$ cat src/rtl/tp84_snd_pkg.sv
// Shared types and default timing for the Time Pilot '84 sound-command link.
package tp84_snd_pkg;

  typedef enum logic [2:0] {
    ST_IDLE,
    ST_SETUP,
    ST_STROBE,
    ST_HOLD,
    ST_IRQ,
    ST_GAP
  } tp84_sndtx_state_t;

  localparam int SNDTX_SETUP = 4;
  localparam int SNDTX_PULSE = 16;
  localparam int SNDTX_GAP   = 4096;

  localparam logic STROBE_IDLE = 1'b1;

  function automatic int max3(input int a, input int b, input int c);
    int m;
    m = (a > b) ? a : b;
    return (m > c) ? m : c;
  endfunction

endpackage

$ cat src/rtl/tp84_cmd_fifo.sv
// Synchronous command FIFO: power-of-2 depth, pointers wrap naturally,
// fullness and emptiness are judged on the state before this cycle's push/pop.
module tp84_cmd_fifo #(
  parameter int DEPTH = 4,
  parameter int WIDTH = 8
) (
  input  logic                     clk_49m,
  input  logic                     reset,
  input  logic                     i_push,
  input  logic [WIDTH-1:0]         i_push_data,
  input  logic                     i_pop,
  output logic [WIDTH-1:0]         o_head,
  output logic                     o_full,
  output logic                     o_empty,
  output logic [$clog2(DEPTH):0]   o_level
);

  localparam int AW = $clog2(DEPTH);
  localparam logic [AW:0] FULL_LVL = (AW+1)'(DEPTH);

  logic [WIDTH-1:0] r_mem [DEPTH];
  logic [AW-1:0]    r_wr_ptr;
  logic [AW-1:0]    r_rd_ptr;
  logic [AW:0]      r_level;
  logic             w_push_ok;
  logic             w_pop_ok;

  assign o_full    = (r_level == FULL_LVL);
  assign o_empty   = (r_level == '0);
  assign o_level   = r_level;
  assign o_head    = r_mem[r_rd_ptr];
  assign w_push_ok = i_push & ~o_full;
  assign w_pop_ok  = i_pop & ~o_empty;

  // NOTE: storage has no reset; occupancy is tracked by r_level, so stale
  // contents are never observed and the array can map to plain registers/RAM.
  always_ff @(posedge clk_49m) begin
    if (w_push_ok) r_mem[r_wr_ptr] <= i_push_data;
  end

  always_ff @(posedge clk_49m or negedge reset) begin
    if (!reset) begin
      r_wr_ptr <= '0;
      r_rd_ptr <= '0;
      r_level  <= '0;
    end else begin
      if (w_push_ok) r_wr_ptr <= r_wr_ptr + 1'b1;
      if (w_pop_ok)  r_rd_ptr <= r_rd_ptr + 1'b1;
      case ({w_push_ok, w_pop_ok})
        2'b10:   r_level <= r_level + 1'b1;
        2'b01:   r_level <= r_level - 1'b1;
        default: r_level <= r_level;
      endcase
    end
  end

endmodule

$ cat src/rtl/tp84_sndcmd_tx.sv
// CPU-board side of the TP84 sound link: queues command bytes and sequences
// the sound_data latch strobe followed by the sound_on IRQ strobe.
module tp84_sndcmd_tx
  import tp84_snd_pkg::*;
#(
  parameter int DEPTH     = 4,
  parameter int SETUP_CYC = SNDTX_SETUP,
  parameter int PULSE_CYC = SNDTX_PULSE,
  parameter int GAP_CYC   = SNDTX_GAP
) (
  input  logic                     clk_49m,
  input  logic                     reset,
  input  logic                     cmd_wr,
  input  logic [7:0]               cmd_data,
  output logic                     cmd_full,
  output logic [$clog2(DEPTH):0]   cmd_level,
  output logic                     busy,
  output logic                     overflow,
  input  logic                     ovf_clr,
  output logic [7:0]               cpubrd_Dout,
  output logic                     sound_data,
  output logic                     sound_on
);

  localparam int CW = $clog2(max3(GAP_CYC, PULSE_CYC, SETUP_CYC)) + 1;
  localparam logic [CW-1:0] SETUP_LD = CW'(SETUP_CYC - 1);
  localparam logic [CW-1:0] PULSE_LD = CW'(PULSE_CYC - 1);
  localparam logic [CW-1:0] GAP_LD   = CW'(GAP_CYC - 1);

  tp84_sndtx_state_t r_state, w_state_n;
  logic [CW-1:0]     r_cnt, w_cnt_n;
  logic              r_sd, w_sd_n;
  logic              r_so, w_so_n;
  logic [7:0]        r_dout;
  logic              r_ovf;
  logic              w_zero;
  logic              w_pop;
  logic              w_full;
  logic              w_empty;
  logic [7:0]        w_head;

  tp84_cmd_fifo #(
    .DEPTH (DEPTH),
    .WIDTH (8)
  ) u_fifo (
    .clk_49m     (clk_49m),
    .reset       (reset),
    .i_push      (cmd_wr),
    .i_push_data (cmd_data),
    .i_pop       (w_pop),
    .o_head      (w_head),
    .o_full      (w_full),
    .o_empty     (w_empty),
    .o_level     (cmd_level)
  );

  assign w_zero      = (r_cnt == '0);
  assign cmd_full    = w_full;
  assign busy        = (r_state != ST_IDLE);
  assign overflow    = r_ovf;
  assign cpubrd_Dout = r_dout;
  assign sound_data  = r_sd;
  assign sound_on    = r_so;

  // NOTE: blocking assignments here describe combinational logic; every
  // output gets a default first so no path can infer a latch.
  always_comb begin
    w_state_n = r_state;
    w_cnt_n   = w_zero ? r_cnt : r_cnt - 1'b1;
    w_sd_n    = r_sd;
    w_so_n    = r_so;
    w_pop     = 1'b0;
    case (r_state)
      ST_IDLE: begin
        if (!w_empty) begin
          w_pop     = 1'b1;
          w_cnt_n   = SETUP_LD;
          w_state_n = ST_SETUP;
        end
      end
      ST_SETUP: begin
        if (w_zero) begin
          w_sd_n    = ~STROBE_IDLE;
          w_cnt_n   = PULSE_LD;
          w_state_n = ST_STROBE;
        end
      end
      ST_STROBE: begin
        if (w_zero) begin
          w_sd_n    = STROBE_IDLE;
          w_cnt_n   = PULSE_LD;
          w_state_n = ST_HOLD;
        end
      end
      ST_HOLD: begin
        // Byte stays on the bus so the receiver's late, synchronised latch
        // edge still samples it.
        if (w_zero) begin
          w_so_n    = ~STROBE_IDLE;
          w_cnt_n   = PULSE_LD;
          w_state_n = ST_IRQ;
        end
      end
      ST_IRQ: begin
        if (w_zero) begin
          w_so_n    = STROBE_IDLE;
          w_cnt_n   = GAP_LD;
          w_state_n = ST_GAP;
        end
      end
      ST_GAP: begin
        if (w_zero) w_state_n = ST_IDLE;
      end
      default: begin
        w_state_n = ST_IDLE;
        w_sd_n    = STROBE_IDLE;
        w_so_n    = STROBE_IDLE;
      end
    endcase
  end

  always_ff @(posedge clk_49m or negedge reset) begin
    if (!reset) begin
      r_state <= ST_IDLE;
      r_cnt   <= '0;
      r_sd    <= STROBE_IDLE;
      r_so    <= STROBE_IDLE;
      r_dout  <= 8'h00;
      r_ovf   <= 1'b0;
    end else begin
      r_state <= w_state_n;
      r_cnt   <= w_cnt_n;
      r_sd    <= w_sd_n;
      r_so    <= w_so_n;
      if (w_pop) r_dout <= w_head;
      // A dropped write wins over a simultaneous clear.
      r_ovf   <= (cmd_wr & w_full) | (r_ovf & ~ovf_clr);
    end
  end

endmodule

$ cat config.mk
export PLATFORM = sky130hd
export DESIGN_NAME = tp84_sndcmd_tx
export DESIGN_NICKNAME = d
export VERILOG_FILES = /design/src/rtl/tp84_snd_pkg.sv /design/src/rtl/tp84_cmd_fifo.sv /design/src/rtl/tp84_sndcmd_tx.sv
export SDC_FILE = /design/constraint.sdc
export NUM_CORES = 1
export LEC_CHECK = 0
export BUFFER_PORTS_ARGS = -buffer_cell sky130_fd_sc_hd__buf_2
export CAP_MARGIN = 25
export CORE_UTILIZATION = 50
export DETAILED_ROUTE_END_ITERATION = 12
export PLACE_DENSITY_LB_ADDON = 0.1
export RECOVER_POWER = 100
export SYNTH_ARGS = -nofsm -noshare
export SYNTH_HDL_FRONTEND = slang
export SYNTH_HIERARCHICAL = 1
export SYNTH_SLANG_ARGS = --single-unit
export TNS_END_PERCENT = 100
$ cat constraint.sdc
create_clock -name clk_49m -period 4 [get_ports clk_49m]
set_input_delay 0.8 -clock clk_49m [delete_from_list [all_inputs] [get_ports clk_49m]]
set_output_delay 0.8 -clock clk_49m [all_outputs]
set_load 0.05 [all_outputs]
==> flow_summary.rst <==
.. list-table::
   :header-rows: 1

   * - Metric
     - Value
   * - Outcome
     - finished, violations left
   * - Failing checks
     - max-capacitance violations, max-slew violations
   * - Pin count of the biggest net entering global routing
     - 35
   * - Layout area overhead
     - 9.57%
   * - Leftover overflow at the end of global routing
     - 0
   * - Total negative slack for setup checks
     - 0 ns
   * - Cell-internal power
     - 1.13 mW
   * - Largest area contributor in the synthesized netlist
     - edfxtp_1
   * - Final-report setup violation count
     - 0
   * - Nature of the critical path endpoint
     - register
   * - Die Area
     - around 0.0065 sq mm
   * - Number of DRC violations after detailed routing
     - 0
   * - Cell depth of the worst min-delay path
     - 1
   * - Vias in the first global route
     - ~1,800
   * - Number of antenna violations at the first check in global routing
     - 0
   * - Time the final worst path needs with I/O delays and setup
     - 2.91 ns
   * - DP Wirelength
     - about 3700 um
   * - Top cell types by occurrence after synthesis
     - dfrtp_1 (32), edfxtp_1 (32), inv_1 (15)
   * - Share of the clock period used by the worst path after layout
     - 72.8%
   * - Clock latency reported for the late side of the worst-skew pair
     - 0.33 ns
   * - Biggest fanout along the worst timing path
     - 6
   * - CTS Buffer Depth
     - 2
   * - Capture instance of the worst register-to-register path
     - r_cnt[0]
   * - Max Freq
     - 343 MHz
   * - Post-placement cell count
     - between 300 and 400
   * - Count of yosys warnings during synthesis
     - 6
   * - Arrival time at the worst endpoint
     - 3.13 ns
   * - Ys async rst share
     - between 50% and 60%
   * - Worst hold path endpoint
     - cpubrd_Dout[6]
   * - Post-cts repair resize count
     - 0
   * - Number of core rows
     - 28
   * - Count of hold buffers inserted by post-cts repair
     - 0
   * - Wire length of the first global-routing pass
     - 9130 um
   * - Sink count of the clock tree
     - 66
   * - Routed WL
     - 5500 um
   * - Length of the first detailed-routing pass in iterations
     - 6
   * - Sequential fraction of design power
     - a little over half
   * - Clock share of power
     - 30.1%
   * - Post-synth cell types
     - 58
   * - Number of buffers inserted during clock tree synthesis
     - 9
   * - Worst reg2reg path depth
     - 8
   * - Number of inserted diodes
     - 0
   * - Syn nets
     - between 200 and 250
   * - Share of the yosys chip area belonging to registers
     - about 59%
   * - Final clock skew
     - 0.00892 ns
   * - Endpoints failing hold
     - 0
   * - Logic pwr share
     - 17.8%
   * - Worst IR drop on VDD
     - 0.424 mV
   * - Via Count
     - roughly 1,900
   * - Count of state elements after synthesis
     - 66
   * - Width of the chip
     - 80.5 um
   * - Core outline area
     - roughly 0.0059 sq mm
   * - Clock tree from TritonCTS
     - built
   * - Post-CTS setup repair buffer count
     - 0
   * - Leak
     - 1.33 nW
   * - Initial core utilization
     - a little over half
   * - Share of layout cells above drive strength 1
     - 14.9%
   * - RSZ-0062 raised after global routing
     - no
   * - Category of the critical setup timing path
     - reg2reg
   * - Number of DRC violations after detailed-routing iteration 0
     - 100
   * - Average via count per standard cell
     - 5.66
   * - CTS clk-pin slew, worst paths
     - 0.07 ns
   * - Number of top-level pins
     - 28
   * - Gate count of the mapped netlist
     - 219
   * - Die Height
     - 80.5 um
   * - Post-route ant nets
     - 0
   * - Power density over the cells
     - 490 mW/mm^2
   * - Number of max-slew violations in the final report
     - 35
   * - Net switching power
     - 526 uW
   * - Clock root cell
     - clkbuf_8
   * - Startpoint of the lowest-slack register-to-register path
     - r_cnt[0]
   * - Endpoint required time on the critical path
     - 4.22 ns
   * - Critical path launch point type
     - register
   * - Critical hold path startpoint
     - cpubrd_Dout[6]
   * - Depth of the CTS H-tree
     - 3
   * - Filler cell count in the final layout
     - 520
   * - Hold/Removal Path Class
     - reg2reg
   * - Slew at the pin closest to its max-slew limit
     - 1.94 ns
   * - Proportion of total power due to net switching
     - 31.7%
   * - Final weighted congestion in routability-driven placement
     - 0.787
   * - Worst slew margin relative to its limit
     - -29.3%
   * - Global-route total usage across every layer
     - roughly 19%
   * - Cell types with the largest area share after synthesis
     - edfxtp_1 (31%), dfrtp_1 (26%), mux4_2 (5.8%)
   * - Dominant synthesized flop cell
     - edfxtp_1
   * - Worst-case register-to-register setup slack
     - ~1.1 ns
   * - Netlist Area Pre-Place
     - 0.00308 sq mm
   * - Max Cap Violations
     - 1
   * - Post-detailed-route wirelength per cell
     - 16.7 um
   * - Number of enable flip-flop cells after synthesis
     - 32
   * - Synthesized area per cell
     - 14.1 sq um
   * - Top-area cell type share of the netlist area
     - 31.2%
   * - Port bufs
     - 27
   * - Number of nets in the layout
     - about 270
   * - Final Non-Filler Cells
     - 330
-- flip-flops by register name, indices dropped and copies added (netlist names) --
| name | cells |
|---|---|
| cpubrd_Dout | 8 |
| overflow | 1 |
| r_cnt | 13 |
| r_state | 3 |
| sound_data | 1 |
| sound_on | 1 |
| u_fifo/o_level | 3 |
| u_fifo/r_mem | 32 |
| u_fifo/r_rd_ptr | 2 |
| u_fifo/r_wr_ptr | 2 |
-- layout make-up --
cell class	instances	area (sq um)	area share, %
clock buffers	9	124	3.67
multi-input cells	129	1120	33.2
flip-flops and latches	66	1810	53.7
inverters	16	61.3	1.81
clock inverters	7	53.8	1.59
well taps	75	93.8	2.78
repair buffers	28	111	3.30
-- critical path, cell delays in order (launching register included) --
cell	delay, ns
dfrtp_1	0.41
inv_1	0.10
ha_1	0.13
nor4b_1	0.58
and3_1	0.45
clkinvlp_2	0.30
ha_1	0.35
o311a_1	0.32
a21o_1	0.15
-- logic make-up (layout without fill, tap and decap cells) --
logic type,Yosys count,after routing,share of synthesized area [%]
flops,66,66,58.8
simple gates,56,56,12.2
buf+inv,24,60,3.69
fa+ha+maj,10,10,4.22
compound gates,34,34,8.19
xor+xnor,8,8,2.27
mux,21,21,10.6
-- stage by stage --
stage / setup slack [ns] / cell area (sq um) / hold WS (ns) / util (%) / power (mW)
2_1_floorplan: 1.43 / 3080 / 0.504 / - / 1.11
3_3_place_gp: 1.55 / 3270 / 0.465 / 55.2 / 1.20
3_5_place_dp: 1.48 / 3270 / 0.474 / 55.2 / 1.20
4_1_cts: 1.46 / 3450 / 0.491 / 58.2 / 1.70
5_1_grt: 0.835 / 3380 / 0.519 / 57.1 / 1.75
6_report: 1.09 / 3380 / 0.487 / 57.1 / 1.66
-- layout by cell type (no fill, tap or decap), types with 4 or more instances in the layout --
| cell | count |
|---|---|
| a211oi_1 | 6 |
| a21oi_1 | 4 |
| a311oi_1 | 4 |
| and3_1 | 7 |
| clkbuf_1 | 25 |
| clkbuf_8 | 9 |
| dfrtp_1 | 32 |
| edfxtp_1 | 32 |
| ha_1 | 8 |
| inv_1 | 15 |
| mux2_1 | 10 |
| mux4_2 | 8 |
| nand2_1 | 6 |
| nand3_1 | 5 |
| nor2_1 | 10 |
| nor3_1 | 9 |
| o21ai_0 | 5 |
| xnor2_1 | 5 |
-- layer usage --
metal / global-route usage, % / vias to the layer above / wire [um]
met3: 3.75 / 7 / 162
met2: 28.6 / 32 / 2600
met1: 27.9 / 942 / 2660
li1: - / 886 / -
met5: 0 / - / 0
met4: 8.57 / 0 / 71
-- how the worst max path moves through the flow --
| stage | from | to | slack (ns) |
|---|---|---|---|
| 2_1_floorplan | u_fifo/o_level[0] | u_fifo/o_level[2] | 1.43 |
| 3_3_place_gp | r_state[0] | u_fifo/o_level[2] | 1.55 |
| 3_5_place_dp | r_state[0] | u_fifo/o_level[2] | 1.48 |
| 4_1_cts | r_state[0] | u_fifo/o_level[2] | 1.46 |
| 5_1_grt | r_cnt[0] | r_cnt[0] | 0.84 |
| 6_report | r_cnt[0] | r_cnt[0] | 1.09 |
-- power groups by stage --
stage	registers, mW	logic [mW]	clock network (mW)
5_1_grt	0.876	0.330	0.541
4_1_cts	0.866	0.327	0.510
3_5_place_dp	0.879	0.326	0
6_report	0.864	0.295	0.498
3_3_place_gp	0.876	0.323	0
2_1_floorplan	0.932	0.177	0
Note: power is estimated with default switching activity, not from simulation.
